## config.mk

```make
export PLATFORM = sky130hd
export DESIGN_NAME = link_credit_rx
export DESIGN_NICKNAME = d
export VERILOG_FILES = /design/src/rtl/link_credit_rx.sv
export SDC_FILE = /design/constraint.sdc
export NUM_CORES = 1
export LEC_CHECK = 0
export BUFFER_PORTS_ARGS = -buffer_cell sky130_fd_sc_hd__buf_2
export CAP_MARGIN = 10
export CORE_ASPECT_RATIO = 1.75
export CORE_MARGIN = 5
export CORE_UTILIZATION = 25
export CTS_CLUSTER_DIAMETER = 60
export DETAILED_ROUTE_END_ITERATION = 12
export SLEW_MARGIN = 20
export SYNTH_ARGS = -nofsm -noshare
export SYNTH_HDL_FRONTEND = slang
export SYNTH_SLANG_ARGS = --single-unit
```

## constraint.sdc

```tcl
create_clock -name clk -period 3.67 [get_ports clk]
set_clock_uncertainty 0.2 [all_clocks]
set_input_delay 0.367 -clock clk [delete_from_list [all_inputs] [get_ports clk]]
set_output_delay 0.367 -clock clk [all_outputs]
set_load 0.02 [all_outputs]
```

## src/rtl/link_credit_rx.sv

```systemverilog
// Narrow-to-wide link receiver: assembles sideband-framed beats into wide words,
// buffers them in a credit-managed FIFO and returns one credit per word popped.
module link_credit_rx #(
    parameter int unsigned HUB_FIFO_WIDTH          = 32,
    parameter int unsigned HUB_FIFO_PHYSICAL_WIDTH = 8,
    parameter int unsigned RX_DEPTH                = 4
) (
    input  logic                               clk,
    input  logic                               reset,
    input  logic [HUB_FIFO_PHYSICAL_WIDTH-1:0] narrow_fifo_data,
    input  logic                               narrow_fifo_valid,
    input  logic                               narrow_fifo_first,
    output logic                               credit_return,
    output logic [HUB_FIFO_WIDTH-1:0]          wide_fifo_data,
    output logic                               wide_fifo_valid,
    input  logic                               wide_fifo_ready,
    output logic [7:0]                         frame_error_count,
    output logic                               overflow_error
);

    localparam int unsigned W         = HUB_FIFO_WIDTH;
    localparam int unsigned P         = HUB_FIFO_PHYSICAL_WIDTH;
    localparam int unsigned NUM_BEATS = (W + P - 1) / P;
    localparam int unsigned ASM_W     = NUM_BEATS * P;
    localparam int unsigned BCW       = $clog2(NUM_BEATS + 1);
    localparam int unsigned PW        = $clog2(RX_DEPTH);
    localparam int unsigned CW        = PW + 1;

    // Assembly state
    logic [BCW-1:0]   beat_cnt;
    logic [BCW-1:0]   beat_cnt_nxt;
    logic [ASM_W-1:0] asm_q;
    logic [ASM_W-1:0] asm_nxt;
    logic [ASM_W-1:0] beat_ext;
    logic             push_c;
    logic             frame_err_c;
    logic [W-1:0]     push_word_c;

    // Buffer state
    logic [W-1:0]     mem [RX_DEPTH];
    logic [PW-1:0]    wr_ptr;
    logic [PW-1:0]    rd_ptr;
    logic [CW-1:0]    occupancy;
    logic [CW-1:0]    occupancy_nxt;
    logic             pop_c;
    logic             full_c;
    logic             wr_en_c;
    logic             ovf_c;

    // Beat framing: beat 0 lands in the LSBs and is shifted up, so it ends as the MSB beat.
    always_comb begin
        beat_cnt_nxt = beat_cnt;
        asm_nxt      = asm_q;
        push_c       = 1'b0;
        frame_err_c  = 1'b0;
        beat_ext     = ASM_W'(narrow_fifo_data);
        if (narrow_fifo_valid) begin
            if (narrow_fifo_first) begin
                frame_err_c  = (beat_cnt != '0);
                asm_nxt      = beat_ext;
                beat_cnt_nxt = BCW'(1);
            end else if (beat_cnt != '0) begin
                asm_nxt      = (asm_q << P) | beat_ext;
                beat_cnt_nxt = beat_cnt + BCW'(1);
            end else begin
                frame_err_c  = 1'b1;
            end
            if (beat_cnt_nxt == BCW'(NUM_BEATS)) begin
                push_c       = 1'b1;
                beat_cnt_nxt = '0;
            end
        end
        push_word_c = asm_nxt[ASM_W-1 -: W];
    end

    // Buffer control: a full buffer still accepts a push when the head pops that cycle.
    always_comb begin
        pop_c         = wide_fifo_valid & wide_fifo_ready;
        full_c        = (occupancy == CW'(RX_DEPTH));
        wr_en_c       = push_c & (~full_c | pop_c);
        ovf_c         = push_c & full_c & ~pop_c;
        occupancy_nxt = occupancy;
        if (wr_en_c && !pop_c) begin
            occupancy_nxt = occupancy + CW'(1);
        end else if (!wr_en_c && pop_c) begin
            occupancy_nxt = occupancy - CW'(1);
        end
    end

    always_ff @(posedge clk) begin
        if (reset) begin
            beat_cnt          <= '0;
            wr_ptr            <= '0;
            rd_ptr            <= '0;
            occupancy         <= '0;
            credit_return     <= 1'b0;
            wide_fifo_valid   <= 1'b0;
            frame_error_count <= '0;
            overflow_error    <= 1'b0;
        end else begin
            beat_cnt        <= beat_cnt_nxt;
            occupancy       <= occupancy_nxt;
            wide_fifo_valid <= (occupancy_nxt != '0);
            credit_return   <= pop_c;
            if (wr_en_c) begin
                wr_ptr <= wr_ptr + PW'(1);
            end
            if (pop_c) begin
                rd_ptr <= rd_ptr + PW'(1);
            end
            if (frame_err_c && frame_error_count != 8'hFF) begin
                frame_error_count <= frame_error_count + 8'd1;
            end
            if (ovf_c) begin
                overflow_error <= 1'b1;
            end
        end
    end

    // Datapath storage carries no reset; validity is tracked by pointers and occupancy.
    always_ff @(posedge clk) begin
        asm_q <= asm_nxt;
        if (wr_en_c && !reset) begin
            mem[wr_ptr] <= push_word_c;
        end
    end

    assign wide_fifo_data = mem[rd_ptr];

endmodule

```

# ---- After elaboration in Yosys (flattened, before gate mapping)
# Memory sizes are Yosys's and may differ from the RTL's. A register that Yosys moved wholly into a read port is not among the register bits.
# Cells that the tools add are included.
dict set report word_totals {
  in_bits 13
  output_inout_bits 43
  ramBits 128
  wordCells 54
  register_bits 53
  mem_count 1
}
dict set report classes {
  bitwise 8
  n_addsub 6
  eq_ne 3
  mux 18
  reduce_logical 9
}
# name words width read_ports rd_ports_with_merged_regs write_ports line_no
set mem_list {}
lappend mem_list {mem 4 32 1 1 1 40} ;# logic [W-1:0] mem [RX_DEPTH];
# op count
set ops {}
lappend ops {{2-to-1 mux 32 bit} 3}
lappend ops {{bitwise OR 32 x 8 -> 32 bit} 1}
lappend ops {{2-to-1 mux 3 bit} 6}
lappend ops {{adder 8 x 1 -> 8 bit (second input constant)} 1}
lappend ops {{inequality test 8 bit (second input constant)} 1}
lappend ops {{2-to-1 mux 1 bit} 7}
lappend ops {{adder 3 x 1 -> 3 bit (second input constant)} 2}
lappend ops {{== test 3 bit (second input constant)} 2}
lappend ops {{nonzero test 3 bit} 2}
lappend ops {{adder 2 x 1 -> 2 bit (second input constant)} 2}
lappend ops {{AND 1 bit} 4}
lappend ops {{logical AND 1 bit} 4}
lappend ops {{2-to-1 mux 2 bit} 2}
lappend ops {{zero test 1 bit} 3}
lappend ops {{subtractor 3 x 1 -> 3 bit (second input constant)} 1}
lappend ops {{NOT 1 bit} 2}
lappend ops {{bitwise OR 1 bit} 1}

# ---- Longest topological paths before layout
dict set report logic_depth {
  word_depth 13
  depth_mapped 7
  depth_no_buf 7
}

# ---- Least setup slack after synthesis
# No wires, ideal clock.
dict set report synth_timing {
  path_type {register to register}
  from {register beat_cnt[0]}
  to {memory mem[0][0] in the netlist's numbering, enable pin}
  setup_time_ps 392
  path_slack_ps 326
  t_arrival_ps 2752
  path_stages_with_launch 8
  n_path_buf 0
  period_less_slack_ps 3344
  required_ps 3078
  cell_sequence {dfxtp_1 -> inv_1 -> ha_1 -> or3b_4 -> a2111oi_4 -> nand2_1 -> nor2_1 -> and2_1}
}
dict set report synth_between {
  elab_chain_len 11
  elab_cells_between_ends 12
  cone_classes {add/sub: 1; eq/ne: 1; mux: 7; bitwise: 1; reduce/logical: 2}
}
# item line_no
set synth_lines {}
lappend synth_lines {{start, declared} 30} ;# logic [BCW-1:0] beat_cnt;
lappend synth_lines {{start signal, assigned} 101} ;# beat_cnt <= beat_cnt_nxt;
lappend synth_lines {{adder 3 x 1 -> 3 bit / nonzero test 3 bit (equally long branches)} {64, 62}}
lappend synth_lines {{2-to-1 mux 3 bit (*)} 62} ;# end else if (beat_cnt != '0) begin
lappend synth_lines {{2-to-1 mux 3 bit (*)} 58} ;# if (narrow_fifo_first) begin
lappend synth_lines {{2-to-1 mux 3 bit (*)} 57} ;# if (narrow_fifo_valid) begin
lappend synth_lines {{== test 3 bit (*)} 68} ;# if (beat_cnt_nxt == BCW'(NUM_BEATS)) begin
lappend synth_lines {{2-to-1 mux 1 bit (*)} 68}
lappend synth_lines {{2-to-1 mux 1 bit (*)} 57}
lappend synth_lines {{AND 1 bit (*)} 80} ;# wr_en_c = push_c & (~full_c | pop_c);
lappend synth_lines {{logical AND 1 bit (*)} 123} ;# if (wr_en_c && !reset) begin
lappend synth_lines {{2-to-1 mux 1 bit (*)} 123}
lappend synth_lines {{2-to-1 mux 1 bit (not written as such) (*)} 124} ;# mem[wr_ptr] <= push_word_c;
lappend synth_lines {{end, declared} 40}
# Mark *: on every way between the ends. The rest lies on a longest branch, timed or not. The select of a mux whose other input is x is not followed.

# ---- Worst setup path in the final report
dict set report layout_timing {
  from {register beat_cnt[0]}
  to {memory mem[2][5] in the netlist's numbering, enable pin}
}
# The elaborated chain is that of the path after synthesis.

==> flow_metrics.tcl <==
set metrics [dict create \
    hp-class "input port to register" \
    ant_nets 0 \
    drtIter0Drc 90 \
    arrival_ns 3.11 \
    cp_slowest_stage_delay_ns 0.61 \
    start_kind "register" \
    setup_tns_ns 0 \
    max_freq_ghz 0.311 \
    wl_per_cell_um 16.8 \
    clk_latency_ns 0.42 \
    place_inst 744 \
    dr_wl_met2_mm 7.22 \
    crit_type "register to register" \
    rows 79 \
    regArea_mm2 0.00495 \
    cts_sinks 183 \
    hpwl_mm 8.55 \
    place_ws_ns 0.441 \
    cts_buffer_depth 2 \
    cts_tree "done" \
    numCtsBuffers 17 \
    drt_wl_total_mm 13.0 \
    p_leak_nw 2.76 \
    overflow 0 \
    yosysWarningCount 0 \
    clkSlewWorstSetupHoldPaths_ns 0.07 \
    cp_cell_sequence "inv_1 > ha_1 > or3b_4 > a2111oi_4 > nand2_1 > nor2_1 > and2_1 > buf_4" \
    grt_max_degree 34 \
    timing.final.ws_setup_ns 0.451 \
    cts.root.buffer_cell "clkbuf_16" \
    power_density_mw_per_mm2 548 \
    syn_to_final_growth_pct 18.7 \
    netlist_instances 370 \
    ys_seq_area_share_pct 73.2 \
    n_fill_cell 2643 \
    vdd_drop_max_mv 0.299 \
    max_slew.worst_pin.slew_ns 0.763 \
    stdcell_count 775 \
    setup_viol 0 \
    ys_async_sr_fraction_pct 0 \
    core_mm2 0.0267 \
    synthDistinctLibCells 40 \
    rsz0062_at_grt "false" \
    cap_violations 0 \
    slew_headroom_pct 49.1 \
    syn_avg_cell_area_um2 18.3 \
    diodes 0 \
    outcome "completed" \
    synth-seq-cells 183 \
    synth_nets 393 \
    cp_slowest_cell "a2111oi_4" \
    htree_levels 4 \
    netlist_top_cells_area "edfxtp_1 (57%), dfxtp_1 (16%), mux4_2 (11%)" \
    routedLengthMet1_mm 4.96 \
    drt_pass1_iterations 4 \
    top_layer "met5" \
    period_needed_ns 3.22 \
    holdWs_ns 0.0393 \
    critical_path.top_delay_family "simple AND/OR/NAND/NOR gates" \
    cts_hold_buf 0 \
    cts_setup_buffers 0 \
    cp_data_required_time_ns 3.56 \
    num_io_pins 56 \
    place_congestion 0.738 \
    ys.flop_type "edfxtp_1" \
    fp.dieArea_mm2 0.0305 \
    min_path_cells 2 \
    grt_pass1_vias 3827 \
    multi_input_area_mm2 0.00173 \
    wl_met3_um 505 \
    cp_num_buf_inv 2 \
    synth_common_cells "edfxtp_1 (128), dfxtp_1 (55), mux4_2 (32)" \
    die_w_um 134 \
    yosysTopAreaCellShare_pct 56.9 \
    layout-drive-gt1-share_pct 31.9 \
    netlist_area_mm2 0.00676 \
    finalHoldViolCount 0 \
    vias_per_cell 4.44 \
    post-route-util_pct 30.1 \
    drc 0 \
    vias 3442 \
    die_h_um 227 \
    yosysMostFrequentCell "edfxtp_1" \
    antenna_found_initial 3 \
    synth-edff-count 128 \
    crit_fanout 18 \
    cts.repair.resized 0 \
    port_buffers 55 \
    initial_core_util_pct 25.3 \
    groute.usage.overall_pct 9.06 \
    maxSlewViolCount 0 \
    layout.nets 462 \
    cp-end-kind "register" \
    synth_largest_area_cell "edfxtp_1" \
    min_period_over_period_pct 87.7 \
    r2r.worst_path.cells 8 \
    path_depth 8 \
    grt_pass1_wl_mm 21.2 \
]
worst paths after layout:
path / from / to / slack [ns]
worst max-delay path: beat_cnt[0] / mem[2][5] / 0.45
worst min register to register: beat_cnt[1] / beat_cnt[1] / 0.30
worst min-delay path: narrow_fifo_data[1] / asm_q[1] / 0.04
worst max register to register: beat_cnt[0] / mem[2][5] / 0.45
power by group:
group / leakage (nW) / switching (mW) / internal, mW / total, mW
registers: 1.69 / 0.0677 / 2.27 / 2.34
logic: 0.825 / 0.245 / 0.195 / 0.440
clock network: 0.249 / 0.753 / 0.867 / 1.62
total: 2.76 / 1.07 / 3.33 / 4.40
routing by layer:
layer / global-route usage, % / vias up
met5: 0 / -
met4: 3.88 / 6
li1: - / 1597
met3: 2.81 / 25
met1: 9.67 / 1746
met2: 16.5 / 68
cells by family after synthesis:
| logic type | Yosys count | synth area share [%] |
|---|---|---|
| AOI/OAI and AO/OA | 47 | 5.42 |
| muxes | 45 | 12.8 |
| buffers and inverters | 24 | 1.39 |
| and+or+nand+nor | 51 | 4.00 |
| DFF | 183 | 73.2 |
| adders and majority gates | 10 | 1.85 |
| xor gates and xnor gates | 10 | 1.41 |
area by class of cell:
cell class              instances  area share, %
flip-flops and latches        183           61.6
multi-input cells             163           21.5
clock buffers                  18           5.35
well taps                     324           5.05
repair buffers                 65           4.83
clock inverters                13           1.20
inverters                       9          0.421
cells in the final DEF, fill, tap and decap left out, types with 2 or more instances in the layout:
cell type | netlist | routed
or3_1 | 2 | 2
edfxtp_1 | 128 | 128
ha_1 | 10 | 10
mux4_2 | 32 | 32
o31ai_1 | 2 | 2
clkbuf_16 | 0 | 17
nand4_1 | 4 | 4
xor2_1 | 3 | 3
clkinvlp_4 | 0 | 3
mux2i_1 | 4 | 4
buf_4 | 0 | 7
o21ai_0 | 5 | 5
inv_6 | 0 | 4
nor2_1 | 16 | 16
and2_1 | 4 | 4
nand3_1 | 4 | 4
a21oi_1 | 9 | 9
clkinv_4 | 0 | 3
inv_1 | 9 | 9
nand2_1 | 9 | 9
xnor2_1 | 6 | 6
clkinv_1 | 0 | 2
mux2_2 | 9 | 9
or2b_2 | 2 | 2
buf_12 | 0 | 3
or4_1 | 2 | 2
buf_2 | 3 | 55
dfxtp_1 | 55 | 54
a22o_1 | 24 | 24
worst reg2reg max path: stages (launching register included):
cell       delay [ns]
dfxtp_1          0.41
inv_1            0.12
ha_1             0.24
or3b_4           0.39
a2111oi_4        0.61
nand2_1          0.23
nor2_1           0.22
and2_1           0.17
buf_4            0.30
sequential cells by signal, indices dropped and copies added (netlist names), named ones only:
register	count
wide_fifo_valid	1
asm_q	32
mem	128
rd_ptr	2
occupancy	3
beat_cnt	3
frame_error_count	8
overflow_error	1
wr_ptr	2
credit_return	1
metrics by stage:
step | power (mW) | area [um2]
floorplan | 2.69 | 6760
global placement | 2.81 | 7500
detailed placement | 2.83 | 7500
CTS | 4.46 | 8020
global route | 4.58 | 8020
finish | 4.40 | 8020
Power figures use the tool's default switching activity.
